==> config.mk <==
export PLATFORM = sky130hd
export DESIGN_NAME = time_display_mux
export DESIGN_NICKNAME = d
export VERILOG_FILES = /design/src/rtl/time_display_mux.sv
export SDC_FILE = /design/constraint.sdc
export NUM_CORES = 1
export LEC_CHECK = 0
export CORE_AREA = 2 2 108 99
export DETAILED_ROUTE_END_ITERATION = 10
export DIE_AREA = 0 0 110 101
export GPL_ROUTABILITY_DRIVEN = 0
export HOLD_SLACK_MARGIN = 0.05
export PLACE_DENSITY = 0.78
export SYNTH_ARGS = -nofsm -noshare
export SYNTH_HDL_FRONTEND = slang
export SYNTH_SLANG_ARGS = --single-unit
==> constraint.sdc <==
create_clock -name clk -period 4.4 [get_ports clk]
set_input_delay 0.88 -clock clk [delete_from_list [all_inputs] [get_ports clk]]
set_output_delay 0.88 -clock clk [all_outputs]
set_load 0.01 [all_outputs]
==> src/rtl/time_display_mux.sv <==
// Six-digit multiplexed 7-segment driver for the HH.MM.SS clock display.
// Snapshots hr/min/sec once per frame and converts them to BCD with a subtract-by-10 engine.
module time_display_mux #(
  parameter int SCAN_DIV     = 50_000,
  parameter bit COMMON_ANODE = 1'b1
) (
  input  logic       clk,
  input  logic       rst,
  input  logic [4:0] hr,
  input  logic [5:0] min,
  input  logic [5:0] sec,
  input  logic       blank,
  output logic [6:0] seg,
  output logic       dp,
  output logic [5:0] an
);

  localparam int CW = $clog2(SCAN_DIV);

  localparam logic [2:0] IDLE   = 3'd0;
  localparam logic [2:0] CONV_H = 3'd1;
  localparam logic [2:0] CONV_M = 3'd2;
  localparam logic [2:0] CONV_S = 3'd3;
  localparam logic [2:0] COMMIT = 3'd4;

  localparam logic [5:0] AN_OFF  = {6{COMMON_ANODE}};
  localparam logic [6:0] SEG_OFF = {7{COMMON_ANODE}};
  localparam logic       DP_OFF  = COMMON_ANODE;
  localparam logic [6:0] DASH    = 7'h40;

  logic [CW-1:0] pre;
  logic          tick;
  logic [2:0]    d;
  logic [2:0]    d_next;
  logic          frame_start;

  logic [4:0] sh_hr;
  logic [5:0] sh_min;
  logic [5:0] sh_sec;
  logic [2:0] state;
  logic [5:0] rem;
  logic [3:0] tens;
  logic       done;

  logic [3:0] t_hr_t, t_hr_u, t_min_t, t_min_u, t_sec_t, t_sec_u;
  logic [3:0] disp_hr_t, disp_hr_u, disp_min_t, disp_min_u, disp_sec_t, disp_sec_u;
  logic       bad_h, bad_m, bad_s, sec_even, valid;

  logic [3:0] digit;
  logic       digit_bad;
  logic [6:0] digit_code;
  logic       dp_code;

  logic [6:0] slot_seg, slot_seg_n;
  logic       slot_dp, slot_dp_n;
  logic       slot_on, slot_on_n;
  logic       lit;

  function automatic logic [6:0] seg7(input logic [3:0] v);
    case (v)
      4'd0:    seg7 = 7'h3F;
      4'd1:    seg7 = 7'h06;
      4'd2:    seg7 = 7'h5B;
      4'd3:    seg7 = 7'h4F;
      4'd4:    seg7 = 7'h66;
      4'd5:    seg7 = 7'h6D;
      4'd6:    seg7 = 7'h7D;
      4'd7:    seg7 = 7'h07;
      4'd8:    seg7 = 7'h7F;
      4'd9:    seg7 = 7'h6F;
      default: seg7 = 7'h00;
    endcase
  endfunction

  assign tick        = (pre == CW'(SCAN_DIV - 1));
  assign frame_start = tick && (d == 3'd5);
  assign done        = (rem < 6'd10);

  always_ff @(posedge clk or posedge rst) begin
    if (rst)       pre <= '0;
    else if (tick) pre <= '0;
    else           pre <= pre + 1'b1;
  end

  always_comb begin
    d_next = d;
    if (tick) d_next = (d == 3'd5) ? 3'd0 : d + 3'd1;
  end

  always_ff @(posedge clk or posedge rst) begin
    if (rst) d <= 3'd5;
    else     d <= d_next;
  end

  // Each CONV state already holds its field in rem on entry, so a value v costs floor(v/10)+1 cycles.
  always_ff @(posedge clk or posedge rst) begin
    if (rst) begin
      sh_hr <= '0; sh_min <= '0; sh_sec <= '0;
      state <= IDLE; rem <= '0; tens <= '0;
      t_hr_t <= '0; t_hr_u <= '0; t_min_t <= '0; t_min_u <= '0; t_sec_t <= '0; t_sec_u <= '0;
      disp_hr_t <= '0; disp_hr_u <= '0; disp_min_t <= '0; disp_min_u <= '0;
      disp_sec_t <= '0; disp_sec_u <= '0;
      bad_h <= 1'b0; bad_m <= 1'b0; bad_s <= 1'b0; sec_even <= 1'b0; valid <= 1'b0;
    end else if (frame_start) begin
      sh_hr  <= hr;
      sh_min <= min;
      sh_sec <= sec;
      rem    <= {1'b0, hr};
      tens   <= '0;
      state  <= CONV_H;
    end else begin
      case (state)
        CONV_H: begin
          if (!done) begin
            rem <= rem - 6'd10; tens <= tens + 4'd1;
          end else begin
            t_hr_t <= tens; t_hr_u <= rem[3:0];
            rem <= sh_min; tens <= '0; state <= CONV_M;
          end
        end
        CONV_M: begin
          if (!done) begin
            rem <= rem - 6'd10; tens <= tens + 4'd1;
          end else begin
            t_min_t <= tens; t_min_u <= rem[3:0];
            rem <= sh_sec; tens <= '0; state <= CONV_S;
          end
        end
        CONV_S: begin
          if (!done) begin
            rem <= rem - 6'd10; tens <= tens + 4'd1;
          end else begin
            t_sec_t <= tens; t_sec_u <= rem[3:0];
            state <= COMMIT;
          end
        end
        COMMIT: begin
          disp_hr_t  <= t_hr_t;  disp_hr_u  <= t_hr_u;
          disp_min_t <= t_min_t; disp_min_u <= t_min_u;
          disp_sec_t <= t_sec_t; disp_sec_u <= t_sec_u;
          bad_h    <= (sh_hr > 5'd23);
          bad_m    <= (sh_min > 6'd59);
          bad_s    <= (sh_sec > 6'd59);
          sec_even <= ~sh_sec[0];
          valid    <= 1'b1;
          state    <= IDLE;
        end
        default: state <= IDLE;
      endcase
    end
  end

  always_comb begin
    digit     = 4'd0;
    digit_bad = 1'b0;
    case (d_next)
      3'd0:    begin digit = disp_sec_u; digit_bad = bad_s; end
      3'd1:    begin digit = disp_sec_t; digit_bad = bad_s; end
      3'd2:    begin digit = disp_min_u; digit_bad = bad_m; end
      3'd3:    begin digit = disp_min_t; digit_bad = bad_m; end
      3'd4:    begin digit = disp_hr_u;  digit_bad = bad_h; end
      default: begin digit = disp_hr_t;  digit_bad = bad_h; end
    endcase
    digit_code = digit_bad ? DASH : seg7(digit);
    dp_code    = ((d_next == 3'd2) || (d_next == 3'd4)) && sec_even && !bad_s;
  end

  // Slot contents are frozen at the tick so a mid-slot COMMIT never changes the lit digit.
  always_comb begin
    slot_seg_n = slot_seg;
    slot_dp_n  = slot_dp;
    slot_on_n  = slot_on;
    if (tick) begin
      slot_seg_n = digit_code;
      slot_dp_n  = dp_code;
      slot_on_n  = valid;
    end
    lit = slot_on_n && !blank;
  end

  always_ff @(posedge clk or posedge rst) begin
    if (rst) begin
      slot_seg <= '0;
      slot_dp  <= 1'b0;
      slot_on  <= 1'b0;
      an       <= AN_OFF;
      seg      <= SEG_OFF;
      dp       <= DP_OFF;
    end else begin
      slot_seg <= slot_seg_n;
      slot_dp  <= slot_dp_n;
      slot_on  <= slot_on_n;
      an       <= lit ? ((6'b000001 << d_next) ^ AN_OFF) : AN_OFF;
      seg      <= lit ? (slot_seg_n ^ SEG_OFF) : SEG_OFF;
      dp       <= lit ? (slot_dp_n ^ DP_OFF) : DP_OFF;
    end
  end

endmodule

==> reports/results.txt <==
pre-CTS WS -> 0.5847 ns
initial antenna violation count -> 0
crit path max fanout -> 7
vias in the first global route -> 4246
mux cell area share after synthesis -> 0.1020
first-pass GRT wire length -> 21280 µm
IR drop worst, VDD -> 0.3029 mV
Sink Count -> 122
# Post-CTS Setup Buffers -> 0
Peak Freq -> 255.2 MHz
maximum clock path buffer count -> 2
Pre-Repair DR Iteration Count -> 5
R2R Path End -> slot_seg[0]
FF+latch count, synth -> 122
wire per inst -> 17.52 µm
Hold EP -> sh_hr[3]
Die W -> 110 µm
max-slew violation count -> 0
max cap viols -> 0
area leader, netlist -> dfrtp_1
Synth Area in Compound Gates -> 0.1130
Via Count -> 4276
PwrDens -> 363.1 mW/mm²
number of flops mapped to enable cells by yosys -> 0
worst reg-to-reg setup slack -> 0.48 ns
setup TNS -> 0 ns
drt initial violations -> 369
Routed Antenna Nets -> 0
hold path start -> sh_hr[3]
post-layout minimum cycle time -> 3.919 ns
Layout Skew -> 0.01014 ns
Fin. Hold Viols -> 0
FFs w/ async S/R, synth -> 1.000
Post-Synth XOR/XNOR Area -> 0.03328
top-level I/O count -> 34
Synth Net Count -> 571
CP Cell Sequence -> or4b_1 > or4_1 > nand3_1 > nor2_1 > a21oi_1 > ha_1 > or3b_2 > o31ai_1 > a211oi_1 > or3_1
Hold-fix buffers, CTS -> 0
chip height -> 101 µm
Reg clk slew, reported paths -> 0.06 ns
Post-Synth Simple-Gate Area -> 0.1759
pin count of the biggest net entering global routing -> 77
Crit path required time -> 4.79 ns
Max-slew headroom -> 0.3112
Slowest-stage cell, CP -> or4b_1
core area -> 0.01003 mm²
Area contributors post-synth -> dfrtp_1 (46%), mux2_2 (9.3%), dfstp_2 (7.3%)
status -> finished clean
DR vias/cell -> 5.964
crit path DAT -> 4.31 ns
Worst path max stage delay -> 0.69 ns
area post-placement -> 0.006265 mm²
Worst-Margin Slew -> 1.028 ns
All-Layer GR Usage -> 0.2522
Worst Hold Class -> flip-flop to flip-flop
GRT overflow -> 0
predominant post-synthesis flop cell -> dfrtp_1
Setup WS post-layout -> 0.4810 ns
hpwl dp -> 8286 µm
DRT Wirelength -> 12560 µm
crit path buf inv count -> 0
sequential area share after synthesis -> 0.5307
Skew-Pair Late Insertion Delay -> 0.52 ns
post-synthesis adder-cell area fraction -> 0.01729
setup violators final -> 0
nets@finish -> 604
share of cells above drive strength 1 -> 0.2007
Leak Pwr -> 3.138 nW
H-tree levels -> 4
die footprint -> 0.01111 mm²
# DRC -> 0
worst reg2reg path depth -> 10
Rows -> 35
root buf cell -> clkbuf_8
area grow syn2layout -> 17.93%
unrepaired setup endpoints after global routing -> no
largest family of logic cells by synthesized area -> simple AND/OR/NAND/NOR gates
Largest delay share family, worst path -> simple AND/OR/NAND/NOR gates
Critical Path Start -> pre[10]
synthesized area -> 0.005791 mm²
syn avg cell area -> 10.66 µm²
Num CTS Buffers -> 17
post-synth cell types -> 60
FF-to-FF Start -> pre[10]
CP Launch Type -> flip-flop
post-cts resize count -> 0
endpoint type of the worst setup path -> flip-flop
TritonCTS clock tree -> done
design area -> 0.006829 mm²
Ant. Diodes -> 0
Tcrit/Tclk final -> 0.8907
worst hold slack -> 0.4665 ns
Cell Count, Final, Fillers Out -> 717
port bufs -> 33
leading cell type in the layout, fill and taps excluded -> dfrtp_1
Starting Density -> 0.5774
post-synth top area share -> 0.4581
worst hold stages -> 2
DP Cell Count -> 686
synth warn -> 0
Cells after Synth -> 543
leading cell types in the layout, fill and taps excluded -> dfrtp_1 (106), nand2_1 (79), mux2_2 (48)
critical path type -> flip-flop to flip-flop
-- worst register-to-register path, stage by stage, from the launching register on --
cell and delay [ns]:
dfrtp_1 0.41, or4b_1 0.69, or4_1 0.67, nand3_1 0.30
nor2_1 0.07, a21oi_1 0.42, ha_1 0.26, or3b_2 0.46
o31ai_1 0.11, a211oi_1 0.10, or3_1 0.31
-- kinds of logic after synthesis --
kind of cell / after synthesis
mux: 53
buf+inv: 42
flops: 122
fa+ha+maj: 8
xor+xnor: 22
simple gates: 203
compound gates: 93
-- routing by layer --
layer	vias up	share of wire	track usage
met5	-	0	0
met4	0	0.018	0.08763
met3	20	0.044	0.06723
met2	122	0.49	0.4011
met1	2130	0.45	0.3345
li1	2004	-	-
-- where the power goes --
group	switching [mW]	internal (mW)	leakage, nW	total (mW)
clock	0.512	0.804	0.270	1.32
sequential	0	1.12	1.54	1.12
combinational	0.0239	0.0168	1.33	0.0407
-- stage by stage --
stage / power (mW) / utilization
after floorplan: 1.159 / -
after global placement: 1.184 / 0.6247
after detailed placement: 1.185 / 0.6247
after CTS: 2.499 / 0.6810
after global routing: 2.566 / 0.6810
final: 2.480 / 0.6810
-- how the worst max path moves through the flow --
stage / to / slack [ns] / cells after the start
after CTS: slot_seg[0] / 0.53 / 10
after floorplan: bad_h / 0.30 / 1
after global placement: slot_seg[3] / 0.70 / 10
after detailed placement: slot_seg[0] / 0.58 / 10
after global routing: slot_seg[0] / 0.36 / 10
final: slot_seg[0] / 0.48 / 10
-- layout make-up --
type / instances / area [µm²]
fill: 738 / 3199
multi-input combinational: 379 / 2561
tap: 129 / 161.4
clock inverter: 14 / 150.1
inverter: 13 / 51.30
timing repair buffer: 43 / 417.9
clock buffer: 17 / 414.1
sequential: 122 / 3073
-- cell usage after synthesis, types with 6 or more instances --
library cell and count:
dfrtp_1 106, nand2_1 79, mux2_2 48, nor2_1 32, clkbuf_1 26, o21ai_0 24, nand3_1 21, dfstp_2 16
inv_1 13, and3_1 12, xor2_1 12, a21oi_1 10, xnor2_1 10, ha_1 8, nor3_1 8, a211oi_1 7
nand4_1 7, or3_1 7, and2_1 6
-- sequential cells by signal, indices dropped and copies added, names as in the netlist, 6 cells and up --
name	flops
pre	16
sh_sec	6
slot_seg	7
an	6
sh_min	6
seg	7
rem	6
Power figures use the tool's default switching activity.
